$ cat src/rtl/rca_seq_ctrl_pkg.sv
// Shared definitions for the nibble-serial adder/subtractor controller.
// Holds the FSM state encoding and the adder slice width.
package rca_seq_ctrl_pkg;

    localparam int SLICE_W = 4;

    typedef enum logic [1:0] {
        IDLE = 2'd0,
        RUN  = 2'd1,
        DONE = 2'd2
    } state_e;

endpackage

$ cat src/rtl/rca_seq_ctrl_if.sv
// Operand-in / result-out handshake bundle for rca_seq_ctrl.
// The master is the producer/consumer side; the slave is the controller.
interface rca_seq_ctrl_if #(
    parameter int WIDTH = 16
);
    logic             in_valid;
    logic             in_ready;
    logic [WIDTH-1:0] A;
    logic [WIDTH-1:0] B;
    logic             Cin;
    logic             SUB;
    logic             out_valid;
    logic             out_ready;
    logic [WIDTH-1:0] S;
    logic             Cout;
    logic             OVF;

    modport master (
        output in_valid, A, B, Cin, SUB, out_ready,
        input  in_ready, out_valid, S, Cout, OVF
    );

    modport slave (
        input  in_valid, A, B, Cin, SUB, out_ready,
        output in_ready, out_valid, S, Cout, OVF
    );
endinterface

$ cat src/rtl/rca_seq_ctrl_add4_slice.sv
// Combinational 4-bit ripple-carry adder built from four chained full adders.
// This is the single arithmetic slice that the controller time-shares.
module add4_slice
    import rca_seq_ctrl_pkg::*;
(
    input  logic [SLICE_W-1:0] a_i,
    input  logic [SLICE_W-1:0] b_i,
    input  logic               cin_i,
    output logic [SLICE_W-1:0] sum_o,
    output logic               cout_o
);

    logic [SLICE_W:0] carry;

    assign carry[0] = cin_i;

    for (genvar i = 0; i < SLICE_W; i++) begin : g_fa
        assign sum_o[i]     = a_i[i] ^ b_i[i] ^ carry[i];
        assign carry[i + 1] = (a_i[i] & b_i[i]) | (carry[i] & (a_i[i] ^ b_i[i]));
    end

    assign cout_o = carry[SLICE_W];

endmodule

$ cat src/rtl/rca_seq_ctrl.sv
// Multi-cycle WIDTH-bit adder/subtractor: one nibble per cycle, LSB first,
// through a shared 4-bit slice with the carry held in a register between passes.
module rca_seq_ctrl
    import rca_seq_ctrl_pkg::*;
#(
    parameter int WIDTH = 16
) (
    input  logic           clk,
    input  logic           rst,
    rca_seq_ctrl_if.slave  bus
);

    localparam int NSLICE = WIDTH / SLICE_W;
    localparam int KW     = $clog2(NSLICE);

    state_e           state_q, state_d;
    logic [KW-1:0]    k_q, k_d;
    logic [WIDTH-1:0] opA_q, opA_d;
    logic [WIDTH-1:0] opB_q, opB_d;
    logic             carry_q, carry_d;
    logic [WIDTH-1:0] s_q, s_d;
    logic             cout_q, cout_d;
    logic             ovf_q, ovf_d;

    logic [SLICE_W-1:0] sliceA;
    logic [SLICE_W-1:0] sliceB;
    logic [SLICE_W-1:0] sliceSum;
    logic               sliceCout;

    assign sliceA = opA_q[k_q*SLICE_W +: SLICE_W];
    assign sliceB = opB_q[k_q*SLICE_W +: SLICE_W];

    add4_slice u_slice (
        .a_i    (sliceA),
        .b_i    (sliceB),
        .cin_i  (carry_q),
        .sum_o  (sliceSum),
        .cout_o (sliceCout)
    );

    always_ff @(posedge clk or posedge rst) begin
        if (rst) begin
            state_q <= IDLE;
            k_q     <= '0;
            opA_q   <= '0;
            opB_q   <= '0;
            carry_q <= 1'b0;
            s_q     <= '0;
            cout_q  <= 1'b0;
            ovf_q   <= 1'b0;
        end else begin
            state_q <= state_d;
            k_q     <= k_d;
            opA_q   <= opA_d;
            opB_q   <= opB_d;
            carry_q <= carry_d;
            s_q     <= s_d;
            cout_q  <= cout_d;
            ovf_q   <= ovf_d;
        end
    end

    // Subtraction is folded into the operands at accept: invert B and force carry-in to 1.
    always_comb begin
        state_d = state_q;
        k_d     = k_q;
        opA_d   = opA_q;
        opB_d   = opB_q;
        carry_d = carry_q;
        s_d     = s_q;
        cout_d  = cout_q;
        ovf_d   = ovf_q;

        unique case (state_q)
            IDLE: begin
                if (bus.in_valid) begin
                    opA_d   = bus.A;
                    opB_d   = bus.SUB ? ~bus.B : bus.B;
                    carry_d = bus.SUB ? 1'b1 : bus.Cin;
                    k_d     = '0;
                    state_d = RUN;
                end
            end
            RUN: begin
                s_d[k_q*SLICE_W +: SLICE_W] = sliceSum;
                carry_d = sliceCout;
                if (k_q == KW'(NSLICE - 1)) begin
                    cout_d  = sliceCout;
                    ovf_d   = (opA_q[WIDTH-1] == opB_q[WIDTH-1]) &&
                              (sliceSum[SLICE_W-1] != opA_q[WIDTH-1]);
                    state_d = DONE;
                end else begin
                    k_d = k_q + KW'(1);
                end
            end
            DONE: begin
                if (bus.out_ready) begin
                    state_d = IDLE;
                end
            end
            default: state_d = IDLE;
        endcase
    end

    assign bus.in_ready  = (state_q == IDLE);
    assign bus.out_valid = (state_q == DONE);
    assign bus.S         = s_q;
    assign bus.Cout      = cout_q;
    assign bus.OVF       = ovf_q;

endmodule

$ cat src/flat_wrapper.sv
// flat-port wrapper written by rule: the top's interface ports become plain ports
module rca_seq_ctrl_flat import rca_seq_ctrl_pkg::*;
#(
    parameter int WIDTH = 16
)
  (clk, rst, bus_in_valid, bus_A, bus_B, bus_Cin, bus_SUB, bus_out_ready, bus_in_ready, bus_out_valid, bus_S, bus_Cout, bus_OVF);
  rca_seq_ctrl_if #(.WIDTH(WIDTH)) bus_i ();
  input  logic clk;
  input  logic rst;
  input wire logic [$bits(bus_i.in_valid)-1:0] bus_in_valid;
  input wire logic [$bits(bus_i.A)-1:0] bus_A;
  input wire logic [$bits(bus_i.B)-1:0] bus_B;
  input wire logic [$bits(bus_i.Cin)-1:0] bus_Cin;
  input wire logic [$bits(bus_i.SUB)-1:0] bus_SUB;
  input wire logic [$bits(bus_i.out_ready)-1:0] bus_out_ready;
  output wire logic [$bits(bus_i.in_ready)-1:0] bus_in_ready;
  output wire logic [$bits(bus_i.out_valid)-1:0] bus_out_valid;
  output wire logic [$bits(bus_i.S)-1:0] bus_S;
  output wire logic [$bits(bus_i.Cout)-1:0] bus_Cout;
  output wire logic [$bits(bus_i.OVF)-1:0] bus_OVF;
  assign bus_i.in_valid = bus_in_valid;
  assign bus_i.A = bus_A;
  assign bus_i.B = bus_B;
  assign bus_i.Cin = bus_Cin;
  assign bus_i.SUB = bus_SUB;
  assign bus_i.out_ready = bus_out_ready;
  assign bus_in_ready = bus_i.in_ready;
  assign bus_out_valid = bus_i.out_valid;
  assign bus_S = bus_i.S;
  assign bus_Cout = bus_i.Cout;
  assign bus_OVF = bus_i.OVF;
  rca_seq_ctrl #(.WIDTH(WIDTH)) u_core (.clk(clk), .rst(rst), .bus(bus_i));
endmodule
$ cat config.mk
export PLATFORM = sky130hd
export DESIGN_NAME = rca_seq_ctrl_flat
export DESIGN_NICKNAME = d
export VERILOG_FILES = /design/src/rtl/rca_seq_ctrl_pkg.sv /design/src/rtl/rca_seq_ctrl_if.sv /design/src/rtl/rca_seq_ctrl_add4_slice.sv /design/src/rtl/rca_seq_ctrl.sv /design/src/flat_wrapper.sv
export SDC_FILE = /design/constraint.sdc
export NUM_CORES = 1
export LEC_CHECK = 0
export ABC_AREA = 1
export CORE_UTILIZATION = 52
export DETAILED_ROUTE_END_ITERATION = 7
export PLACE_DENSITY = 0.91
export SETUP_SLACK_MARGIN = 0.02
export SYNTH_ARGS = -nofsm -noshare
export SYNTH_HDL_FRONTEND = slang
export SYNTH_SLANG_ARGS = --single-unit
$ cat constraint.sdc
create_clock -name clk -period 3.9 [get_ports clk]
set_input_delay 0.39 -clock clk [delete_from_list [all_inputs] [get_ports clk]]
set_output_delay 0.39 -clock clk [all_outputs]
set_load 0.05 [all_outputs]
Word-level counts from Yosys, hierarchy flattened
Index checks and enable logic that the tools add are counted.
Word-level totals
  register bits: 55
  input bits: 38
  logic and storage cells: 64
Cells by class
  add/sub/neg operators: 2
  equality and inequality tests: 9
  shifts and indexed selects: 4
  muxes and demuxes: 12
  bitwise operators: 21
  reduce and logical (&&, ||, !) cells: 8
Operator list (number)
  $neg 4->34: 1
  $shift 4x34->16 const A: 1
  $shiftx 4x34->16: 1
  $shiftx 16x5->4: 2
  $bwmux 16: 1
  $mux 16: 1
  $not 16->16: 1
  $mux 2: 5
  $and 1x1->1: 8
  $xor 1x1->1: 8
  $ne 2x2->1 const B: 3
  $pmux 2 s3: 1
  $reduce_and 2->1: 3
  $reduce_and 3->1: 2
  $eq 2x2->1 const B: 2
  $or 1x1->1: 4
  $pmux 2 s2: 1
  $add 2x1->2 const B: 1
  $eq 2x1->1 const B: 1
  $logic_not 2->1: 1
  $mux 1: 2
  $ne 2x1->1 const B: 1
  $pmux 1 s2: 1
  $reduce_bool 2->1: 1
  3 further kinds: 3

Depth between registers and ports, before layout
  depth after elaboration: 11
  depth in mapped cells: 18
  gate-level depth less buffers: 17

Hierarchy
Synthesis repeated with hierarchy kept, for this count alone.
Second synthesis, totals
  cells, all modules: 349
  area total of the unflattened synthesis: 2917.8 sq um
Modules (own cells, without submodules)
  rca_seq_ctrl: times used 1, cells each 335, area each 2800.2 sq um, seq. area each 1376.3 sq um
  add4_slice: times used 1, cells each 14, area each 117.6 sq um, seq. area each 0.0 sq um

Least setup slack after synthesis
No wires, ideal clock.
  path type: reg2reg
  from: register u_core.k_q[1]
  to: register u_core.s_q[15] (netlist: u_core.bus.S[15])
  library setup time: 0.118 ns
  data arrival time: 2.762 ns
  required time: 3.782 ns
  setup slack: 1.020 ns
  stages on the path, launching flop included: 18
  clock period less this slack: 2.880 ns
  path through: dfrtp_1 -> buf_2 -> clkinv_1 -> nand3_1 -> nand2_1 -> fa_1 -> inv_1 -> fa_1 -> inv_1 -> fa_1 -> inv_1 -> fa_1 -> inv_1 -> nor2_1 -> nand2_1 -> inv_1 -> nand2_1 -> nand2_1
On the way
  word-level cells in the longest chain between the ends: 11
  elaborated cells between the ends (all ways): 23
  those cells by class: 1 x add/sub; 4 x shift; 1 x mux; 17 x bitwise
RTL lines
  start: declaration: RTL line rca_seq_ctrl.sv:17  | logic [KW-1:0] k_q, k_d;
  start signal: assignment: RTL line rca_seq_ctrl.sv:53  | k_q <= k_d;
  $shiftx 16x5->4 (on tied branches): RTL line rca_seq_ctrl.sv:30, rca_seq_ctrl.sv:31
  $xor 1x1->1: RTL line rca_seq_ctrl_add4_slice.sv:18, rca_seq_ctrl_add4_slice.sv:19
  $and 1x1->1: RTL line rca_seq_ctrl_add4_slice.sv:19  | assign carry[i + 1] = (a_i[i] & b_i[i]) | (carry[i] & (a_i[i] ^ b_i[i]));
  $or 1x1->1: RTL line rca_seq_ctrl_add4_slice.sv:19
  $and 1x1->1: RTL line rca_seq_ctrl_add4_slice.sv:19
  $or 1x1->1: RTL line rca_seq_ctrl_add4_slice.sv:19
  $and 1x1->1: RTL line rca_seq_ctrl_add4_slice.sv:19
  $or 1x1->1: RTL line rca_seq_ctrl_add4_slice.sv:19
  $xor 1x1->1: RTL line rca_seq_ctrl_add4_slice.sv:18  | assign sum_o[i] = a_i[i] ^ b_i[i] ^ carry[i];
  $shiftx 4x34->16: RTL line rca_seq_ctrl.sv:85  | s_d[k_q*SLICE_W +: SLICE_W] = sliceSum;
  $bwmux 16 (*): RTL line rca_seq_ctrl.sv:85
  end signal: assignment: RTL line rca_seq_ctrl.sv:48  | s_q <= '0;
  end signal: assignment: RTL line rca_seq_ctrl.sv:57  | s_q <= s_d;
  end: declaration: RTL line rca_seq_ctrl.sv:21  | logic [WIDTH-1:0] s_q, s_d;
Mark *: on every way between the ends. The rest lies on a longest branch, timed or not.
A chain may end at the register's enable or synchronous reset.

Final worst setup path
Ends and elaborated chain as after synthesis.

==> flow_metrics.py <==
metrics = {
    "status": {
        "status": "finished, final reports clean",
    },
    "layout": {
        "drive_gt1_share_pct": 4.53,
        "syn2layout_area_growth_pct": 23.6,
        "n_antenna_cell": 0,
        "utilization_pct": 68.8,
        "nNetsFinal": 466,
    },
    "clock_tree": {
        "clock_latency_ps": 320,
        "cts_resized": 0,
        "clockRootBuffer": "clkbuf_8",
        "postCtsHoldBufs": 0,
        "post_cts_buffers": 0,
        "cts_max_level": 2,
        "clock_path_buffers": 2,
        "clk_pin_slew_ps": 100,
        "cts_tree": "yes",
        "numCtsBuffers": 5,
        "clock_sinks": 55,
    },
    "grt": {
        "grt_util_met2_pct": 40.1,
        "grt_first_pass_wirelength_mm": 10.7,
        "overflow": 0,
        "top_usage_layer": "met2",
        "antenna_found_initial": 0,
        "grt_max_degree": 56,
        "track_usage_pct": 22.8,
        "use_met1_pct": 27.9,
        "use_met3_pct": 4.05,
        "grt_pass1_vias": 2480,
    },
    "drt": {
        "routed_via_density": 5.06,
        "via_count": 2475,
        "antenna_left": 0,
        "drtPass1Iterations": 4,
        "drc_errors": 0,
        "drtIter0Drc": 156,
        "avgRoutedWirePerCell_um": 12.6,
        "drt_wl_total_mm": 6.15,
    },
    "synthesis": {
        "synth_top_area_share_pct": 47.2,
        "synthArstFlopShare_pct": 100,
        "synth_area_leaders": "dfrtp_1 (47%), nand2_1 (23%), xor2_1 (4.8%)",
        "synth_edf_count": 0,
        "synth_ff_type": "dfrtp_1",
        "syn_nets": 414,
        "synthMostInstantiatedCell": "nand2_1",
        "synth_cell_type_count": 24,
        "yosys.area.top_type": "dfrtp_1",
        "netlist_instances": 366,
        "synth-seq-cells": 55,
        "netlist_top_cells_count": "nand2_1 (176), dfrtp_1 (55), inv_1 (27), nand3_1 (20), xor2_1 (16)",
        "ys_seq_area_share_pct": 47.2,
        "syn_area_um2": 2920,
        "ys_warn_count": 0,
        "avgSynthCellArea_um2": 7.97,
    },
    "place": {
        "gp_congestion": 0.882,
        "port_buffers": 57,
        "place_hpwl_mm": 4.47,
    },
    "timing": {
        "maxSlewViolCount": 0,
        "worst_pin_slew_ps": 1130,
        "max_freq_mhz": 303,
        "whs_ps": 490,
        "skew_ps": 9.63,
        "fin_crit_ps": 3300,
        "final.setup.tns_ps": 0,
        "period_share_pct": 84.5,
        "setup_viol": 0,
        "hold_viol": 0,
        "slew_headroom_pct": 24.6,
        "rsz0062_at_grt": "false",
    },
    "floorplan": {
        "die_area_um2": 5910,
        "ios": 58,
        "core.rowCount": 26,
        "dieWidth_um": 76.9,
        "initial_core_util_pct": 55.7,
        "die_h_um": 76.9,
        "core_area_um2": 5240,
    },
    "worst_setup_path": {
        "arrival_ps": 3510,
        "end_kind": "register",
        "critical_path_class": "register to register",
        "required_ps": 4120,
        "cp_max_fo": 13,
        "start_kind": "register",
    },
    "pwr": {
        "ir_drop_uv": 398,
        "p_leak_nw": 1.86,
        "power.density_nw_per_um2": 877,
        "total_power_mw": 3.16,
    },
    "run": {
        "cap_violations": 0,
    },
    "min_path": {
        "worstHoldPathType": "register to register",
    },
}
## cell families (layout without fill, tap and decap cells)
family / Yosys count / after routing / share of synthesized area (%)
AOI/OAI and AO/OA: 24 / 24 / 4.89
xor gates and xnor gates: 16 / 16 / 4.80
adders and majority gates: 10 / 10 / 5.32
buffers and inverters: 44 / 97 / 7.42
DFF: 55 / 55 / 47.2
and+or+nand+nor: 217 / 217 / 30.4
## critical path, stage by stage (launching register included)
cell	delay, ps
dfrtp_1	620
clkinv_1	400
nand3_1	180
nand2_1	80
fa_1	390
inv_1	80
fa_1	160
inv_1	50
fa_1	360
inv_1	80
fa_1	450
inv_1	90
nor2_1	50
nand2_1	70
inv_1	40
nand2_1	50
nand2_1	40
## final timing paths
check | from | endpoint | slack [ps] | cells past startpoint
max reg2reg | u_core.k_q[1] | u_core.bus.S[15] | 600 | 16
min | u_core.opA_q[4] | u_core.opA_q[4] | 490 | 2
min in group asynchronous | rst | u_core.bus.S[5] | 670 | 2
min reg2reg | u_core.opA_q[4] | u_core.opA_q[4] | 490 | 2
max in group asynchronous | rst | u_core.opB_q[10] | 2520 | 2
max | u_core.k_q[1] | u_core.bus.S[15] | 600 | 16
## cell usage in the layout (no fill, tap or decap), drive strengths merged
master         count
clkinv             2
nand4              1
dfrtp             55
fa                 4
bufinv             1
or2                2
inv               29
o211ai             8
nand2            178
buf                2
nand3             20
ha                 6
clkdlybuf4s50     57
clkbuf             6
o21ai             15
xor2              16
nor2              16
o31ai              1
## sequential cells by signal, indices dropped and copies added (netlist names)
| register | count |
|---|---|
| u_core.bus.S | 16 |
| u_core.opA_q | 16 |
| u_core.opB_q | 16 |
| u_core.k_q | 2 |
| u_core.state_q | 2 |
| u_core.bus.Cout | 1 |
| u_core.bus.OVF | 1 |
| u_core.carry_q | 1 |
## final cells by class
cell class | count | area, um^2
Timing Repair Buffer | 59 | 586
Clock inverter | 2 | 35.0
Clock buffer | 6 | 82.6
Inverter | 30 | 115
Multi-Input combinational cell | 267 | 1320
Tap cell | 70 | 87.6
Fill cell | 434 | 1630
Sequential cell | 55 | 1380
## routing by layer
layer  wire length, um  share of wire (%)
met5                 0                  0
met4                98                1.6
met3               269                4.4
met2              3190                 52
met1              2590                 42
## where the power goes
group          internal, mW  switching [mW]
sequential            0.812           0.175
combinational         0.624            1.16
clock                 0.208           0.184
total                  1.64            1.52
## per-stage QoR
stage               cell area, um^2  setup slack [ps]  std cells
floorplan                      2920              1020        366
global placement               3490               779        481
detailed placement             3490               646        481
CTS                            3610               615        489
global route                   3610               308        489
finish                         3610               604        489
No activity file was read; power rests on OpenSTA's default activity.
